[config.mk]
export PLATFORM = sky130hd
export DESIGN_NAME = n_cobs_encoder_wide
export DESIGN_NICKNAME = d
export VERILOG_FILES = /design/src/rtl/ncobs_pkg.sv /design/src/rtl/ncobs_lane_encoder.sv /design/src/rtl/n_cobs_encoder_wide.sv
export SDC_FILE = /design/constraint.sdc
export NUM_CORES = 1
export LEC_CHECK = 0
export ABC_AREA = 1
export BUFFER_PORTS_ARGS = -buffer_cell sky130_fd_sc_hd__buf_2
export CAP_MARGIN = 5
export CORE_ASPECT_RATIO = 1.75
export CORE_MARGIN = 2
export CORE_UTILIZATION = 40
export CTS_CLUSTER_SIZE = 20
export DETAILED_ROUTE_END_ITERATION = 12
export SLEW_MARGIN = 20
export SYNTH_ARGS = -nofsm -noshare
export SYNTH_HDL_FRONTEND = slang
export SYNTH_HIERARCHICAL = 1
export SYNTH_SLANG_ARGS = --single-unit
[constraint.sdc]
create_clock -name clk_i -period 15.8 [get_ports clk_i]
set_input_delay 1.58 -clock clk_i [delete_from_list [all_inputs] [get_ports clk_i]]
set_output_delay 1.58 -clock clk_i [all_outputs]
set_load 0.02 [all_outputs]
[src/rtl/ncobs_pkg.sv]
// Shared types and constants for the nested-COBS trace encoder.
package ncobs_pkg;

  typedef logic [7:0] LevelT;
  typedef logic [7:0] RunT;
  typedef logic [1:0] StateT;

  // FSM encoding
  localparam StateT IDLE  = 2'd0;
  localparam StateT CLOSE = 2'd1;
  localparam StateT OPEN  = 2'd2;

  localparam logic [7:0] COBS_DELIM = 8'h00;
  localparam logic [7:0] COBS_SPLIT = 8'hFF;

  // Code byte that terminates a run of 'run' non-zero bytes; never 0x00.
  function automatic RunT code_of(input RunT run);
    return run + 8'd1;
  endfunction

endpackage

[src/rtl/ncobs_lane_encoder.sv]
// Combinational trailing-code COBS encoder for up to N bytes.
// Bytes beyond in_count are ignored; a run that reaches MAX_RUN after a
// non-zero byte gets a 0xFF split inserted right after that byte.
module ncobs_lane_encoder
  import ncobs_pkg::*;
#(
  parameter int N       = 4,
  parameter int MAX_RUN = 254
) (
  input  logic [N*8-1:0]           in_data,
  input  logic [$clog2(N+1)-1:0]   in_count,
  input  RunT                      run_in,
  output logic [(N+1)*8-1:0]       enc_data,
  output logic [$clog2(N+2)-1:0]   enc_width,
  output RunT                      run_out
);

  localparam int PW = $clog2(N+2);

  logic [PW-1:0] pos;
  RunT           run_v;
  logic [7:0]    byte_v;

  // Walk the lanes in stream order, packing output bytes from lane 0 up.
  always_comb begin
    pos      = '0;
    run_v    = run_in;
    byte_v   = '0;
    enc_data = '0;
    for (int i = 0; i < N; i++) begin
      if (i < int'(in_count)) begin
        byte_v = in_data[i*8 +: 8];
        if (byte_v == COBS_DELIM) begin
          enc_data[int'(pos)*8 +: 8] = code_of(run_v);
          run_v = '0;
          pos   = pos + PW'(1);
        end else begin
          enc_data[int'(pos)*8 +: 8] = byte_v;
          run_v = run_v + 8'd1;
          pos   = pos + PW'(1);
          if (run_v == RunT'(MAX_RUN)) begin
            enc_data[int'(pos)*8 +: 8] = COBS_SPLIT;
            run_v = '0;
            pos   = pos + PW'(1);
          end
        end
      end
    end
    enc_width = pos;
    run_out   = run_v;
  end

endmodule

[src/rtl/n_cobs_encoder_wide.sv]
// Multi-lane nested-COBS trace encoder: one COBS run per priority level,
// preemption opens a nested frame, returning levels close them.
// Optional feature macro: NCOBS_TIMESTAMP_EN (frame open emits timer_i).
module n_cobs_encoder_wide
  import ncobs_pkg::*;
#(
  parameter int LANES       = 4,
  parameter int PRIO_NUM    = 4,
  parameter int TIMER_BYTES = 3,
  parameter int OUT_BYTES   = LANES + 1,
  parameter int MAX_RUN     = 254
) (
  input  logic                           clk_i,
  input  logic                           reset_i,
  input  logic [TIMER_BYTES*8-1:0]       timer_i,
  input  logic [$clog2(PRIO_NUM)-1:0]    level_i,
  input  logic                           in_valid_i,
  output logic                           in_ready_o,
  input  logic [LANES*8-1:0]             in_data_i,
  input  logic [$clog2(LANES+1)-1:0]     in_bytes_i,
  output logic                           out_valid_o,
  input  logic                           out_ready_i,
  output logic [OUT_BYTES*8-1:0]         out_data_o,
  output logic [$clog2(OUT_BYTES+1)-1:0] out_width_o
);

  localparam int LW  = $clog2(PRIO_NUM);
  localparam int OW  = $clog2(OUT_BYTES+1);
  localparam int OB8 = OUT_BYTES*8;

  StateT                 state_reg, state_next;
  logic [LW-1:0]         cur_level_reg, cur_level_next;
  logic [LW-1:0]         k_reg, k_next, k_inc;
  RunT                   run_reg  [PRIO_NUM];
  RunT                   run_next [PRIO_NUM];
  logic [PRIO_NUM-1:0]   open_reg, open_next;
  logic                  out_valid_reg;
  logic [OB8-1:0]        out_data_reg;
  logic [OW-1:0]         out_width_reg;

  logic                  beat_valid;
  logic [OB8-1:0]        beat_data;
  logic [OW-1:0]         beat_width;
  logic                  adv;

  logic [(LANES+1)*8-1:0]     pay_data;
  logic [$clog2(LANES+2)-1:0] pay_width;
  RunT                        pay_run;

  assign adv        = !out_valid_reg || out_ready_i;
  assign in_ready_o = (state_reg == IDLE) && (level_i == cur_level_reg) && adv;
  assign k_inc      = k_reg + LW'(1);

  ncobs_lane_encoder #(.N(LANES), .MAX_RUN(MAX_RUN)) u_pay_enc (
    .in_data   (in_data_i),
    .in_count  (in_bytes_i),
    .run_in    (run_reg[cur_level_reg]),
    .enc_data  (pay_data),
    .enc_width (pay_width),
    .run_out   (pay_run)
  );

`ifdef NCOBS_TIMESTAMP_EN
  localparam int TCW = $clog2(TIMER_BYTES+1);

  logic [TIMER_BYTES*8-1:0]       timer_msb;
  logic [(TIMER_BYTES+1)*8-1:0]   tim_data;
  logic [$clog2(TIMER_BYTES+2)-1:0] tim_width;
  RunT                            tim_run;

  // Timestamp goes out MSB first, so reverse the byte order into lanes.
  for (genvar gi = 0; gi < TIMER_BYTES; gi++) begin : g_timer_msb
    assign timer_msb[gi*8 +: 8] = timer_i[(TIMER_BYTES-1-gi)*8 +: 8];
  end

  // The fresh frame starts from run 0, so the timer is encoded from there.
  ncobs_lane_encoder #(.N(TIMER_BYTES), .MAX_RUN(MAX_RUN)) u_tim_enc (
    .in_data   (timer_msb),
    .in_count  (TCW'(TIMER_BYTES)),
    .run_in    ('0),
    .enc_data  (tim_data),
    .enc_width (tim_width),
    .run_out   (tim_run)
  );
`else
  logic unused_timer;
  assign unused_timer = ^timer_i;
`endif

  // Next-state and output-beat selection; nothing moves unless the out stage can advance.
  always_comb begin
    state_next     = state_reg;
    cur_level_next = cur_level_reg;
    k_next         = k_reg;
    open_next      = open_reg;
    for (int p = 0; p < PRIO_NUM; p++) run_next[p] = run_reg[p];
    beat_valid     = 1'b0;
    beat_data      = '0;
    beat_width     = '0;
    if (adv) begin
      case (state_reg)
        IDLE: begin
          if (level_i > cur_level_reg) begin
            state_next = CLOSE;
            k_next     = cur_level_reg;
          end else if (level_i < cur_level_reg) begin
            state_next = OPEN;
          end else if (in_valid_i) begin
            beat_valid              = 1'b1;
            beat_data               = OB8'(pay_data);
            beat_width              = OW'(pay_width);
            run_next[cur_level_reg] = pay_run;
          end
        end
        CLOSE: begin
          // The lowest-priority frame is permanent and is never closed.
          if (open_reg[k_reg] && (k_reg != LW'(PRIO_NUM-1))) begin
            beat_valid       = 1'b1;
            beat_data[7:0]   = code_of(run_reg[k_reg]);
            beat_data[15:8]  = COBS_DELIM;
            beat_width       = OW'(2);
            open_next[k_reg] = 1'b0;
            run_next[k_reg]  = '0;
          end
          k_next = k_inc;
          // Stop once the walk reaches the target; a target that moved up
          // meanwhile is picked up as a push from IDLE.
          if ((k_inc >= level_i) || (k_inc == LW'(PRIO_NUM-1))) begin
            cur_level_next = k_inc;
            state_next     = IDLE;
          end
        end
        OPEN: begin
          if (level_i < cur_level_reg) begin
`ifdef NCOBS_TIMESTAMP_EN
            beat_valid        = 1'b1;
            beat_data         = OB8'(tim_data);
            beat_width        = OW'(tim_width);
            run_next[level_i] = tim_run;
`else
            run_next[level_i] = '0;
`endif
            open_next[level_i] = 1'b1;
            cur_level_next     = level_i;
          end
          state_next = IDLE;
        end
        default: state_next = IDLE;
      endcase
    end
  end

  // Control state and per-level runs; reset restores the single permanent frame.
  always_ff @(posedge clk_i or posedge reset_i) begin
    if (reset_i) begin
      state_reg     <= IDLE;
      cur_level_reg <= LW'(PRIO_NUM-1);
      k_reg         <= '0;
      open_reg      <= {1'b1, {(PRIO_NUM-1){1'b0}}};
      for (int p = 0; p < PRIO_NUM; p++) run_reg[p] <= '0;
    end else begin
      state_reg     <= state_next;
      cur_level_reg <= cur_level_next;
      k_reg         <= k_next;
      open_reg      <= open_next;
      for (int p = 0; p < PRIO_NUM; p++) run_reg[p] <= run_next[p];
    end
  end

  // Single output stage; holds its beat while the FIFO stalls.
  always_ff @(posedge clk_i or posedge reset_i) begin
    if (reset_i) begin
      out_valid_reg <= 1'b0;
      out_data_reg  <= '0;
      out_width_reg <= '0;
    end else if (adv) begin
      out_valid_reg <= beat_valid;
      out_data_reg  <= beat_data;
      out_width_reg <= beat_width;
    end
  end

  assign out_valid_o = out_valid_reg;
  assign out_data_o  = out_data_reg;
  assign out_width_o = out_width_reg;

endmodule

==> results.ini <==
[outcome]
outcome=completed

[timing]
drv_slew=0
fin_ws_ns=6.55
fin_setup_tns_ns=0
fmax_mhz=108
skew_ns=0.00926
max_slew_margin=0.304
setup_viol=0
worst_pin_slew_ns=1.04
hold_viol_final=0
fin_crit_sh=0.586
finalCriticalPeriod_ns=9.25
fin_hold_ws_ns=0.479
rsz0062_at_grt=no

[die]
std_cell_rows=77
pin_count=110
die_area_um2=26800
die_h_um=215
core_area_um2=25100
die_x_um=125
initial_core_util=0.405

[clock_network]
cts_resized=0
clkTransAtPathRegs_ns=0.07
post_cts_buffers=0
clock_sinks=86
cts_root_buf=clkbuf_16
hold_buffers=0
clock_path_buffers=2
cts_buffers=9
cts_tree=done
insertion_delay_ns=0.36
htreeDepth=3

[power]
total_power_mw=1.35
power.leakage_nw=5.36
ir_worst_vdd_v=0.000117
powerDensity_nw_per_um2=121

[global_routing]
first_global_vias=11000
antenna_found_initial=0
grt_max_degree=87
grt_overflow=0
grt_use_total=0.278
grt_pass1_wl_mm=59.2

[setup_path]
crit_path_end_kind=flop
required_ns=16.05
worst-setup-path-type=flop to flop
critPathMaxStageDelay_ns=0.72
worst_ep_arrival_time_ns=9.50
path_buf_inv=6
crit_slowest_cell=o221ai_1
start_kind=flop
critical_path.top_delay_family=simple AND/OR/NAND/NOR gates
cpMostUsedCell=nand2_1
crit_fanout=24

[logic_synthesis]
synth_edf_count=0
synthTopCellsByCount=nand2_1, inv_1, nor2_1, nand3_1, o21ai_0
post-synth-top-area-cell=dfrtp_1
synth_top_area_share=0.204
ys_async_sr_fraction=1.00
synth-main-ff-cell=dfrtp_1
synth_cells=1638
synthMostInstantiatedCell=nand2_1
synthesis.nets=1745
ys_ff_latch=86
ys_seq_area_frac=0.212
yosysWarnings=6
synth_cell_type_count=62
netlist_area_um2=10200
avgSynthCellArea_um2=6.21
synth.area.top_cells=dfrtp_1, nand2_1, inv_1

[placement]
post-place-ws_ns=6.62
dp_hpwl_mm=29.8
gp_congestion=0.991
place_area_um2=10800
port_buffers=85
dp.cells=1993

[flow_run]
maxCapViolations=0

[cells_and_area]
finalNonFillerCells=2009
fillers=2708
final_core_util=0.442
areaGrowthSynthToFinish_pct=9.27
fin_area_um2=11100
n_antenna_cell=0
multi_input_area_um2=6860
largest_reg_flops=40
drive_gt1_frac=0.151
nNetsFinal=1795
regArea_um2=2160

[detailed_routing]
dr_total_vias=11300
first_iter_violations=827
finalWirelength_mm=37.6
drc=0
wl_per_cell_um=18.7
antenna_left=0
firstDrtPassIters=5
routed_via_density=5.61

[hold_path]
hp-class=flop to flop

[area by class of cell]
type / instances / share of cell area
timing repair buffer: 96 / 0.0460
clock inverter: 6 / 0.00484
tap: 316 / 0.0356
clock buffer: 10 / 0.0215
sequential: 86 / 0.194
inverter: 237 / 0.0807
multi-input combinational: 1258 / 0.617
[power by group]
part / switching [mW] / total [mW] / internal (mW)
Clock: 0.0988 / 0.212 / 0.113
Combinational: 0.624 / 0.840 / 0.216
Sequential: 0.0414 / 0.296 / 0.255
[cells in the final DEF, fill, tap and decap left out, types with 35 or more instances in the layout]
master / netlist / layout
a21oi_1: 59 / 59
buf_2: 8 / 85
o21ai_0: 87 / 87
nor2_1: 147 / 146
ha_1: 42 / 42
nor3_1: 38 / 37
nand3_1: 142 / 142
nand2_1: 441 / 441
inv_1: 209 / 208
dfrtp_1: 83 / 83
nand2_2: 35 / 35
[per-layer routing]
layer	global-route usage	part of all wire	wire, um	up-vias
met2	0.510	0.52	19500	338
li1	-	-	-	5557
met1	0.281	0.36	13400	5241
met3	0.0284	0.032	1200	141
met5	0	0	0	-
met4	0.228	0.093	3500	0
[logic make-up after synthesis]
logic type,count (synthesis),synth area share
simple gates,876,0.396
buf+inv,294,0.114
fa+ha+maj,42,0.0517
compound gates,336,0.224
other cells,2,0.000738
xor+xnor,2,0.00172
flops,86,0.212
[path summary, 6_finish.rpt]
check                      cells past startpoint             end              from  slack [ns]
max in group asynchronous                      3     run_reg[14]           reset_i       13.82
hold reg to reg                                2   out_data_o[5]     out_data_o[5]        0.48
setup reg to reg                              45  out_data_o[36]  cur_level_reg[1]        6.55
min in group asynchronous                      3    state_reg[1]           reset_i        1.44
hold / removal                                 2   out_data_o[5]     out_data_o[5]        0.48
setup / recovery                              45  out_data_o[36]  cur_level_reg[1]        6.55
[tightest hold or removal path, stage by stage, from the launching register on]
cell and delay, ns:
dfrtp_1 0.34, nand2_1 0.05, nand2_1 0.05
Note: power is estimated with default switching activity, not from simulation.
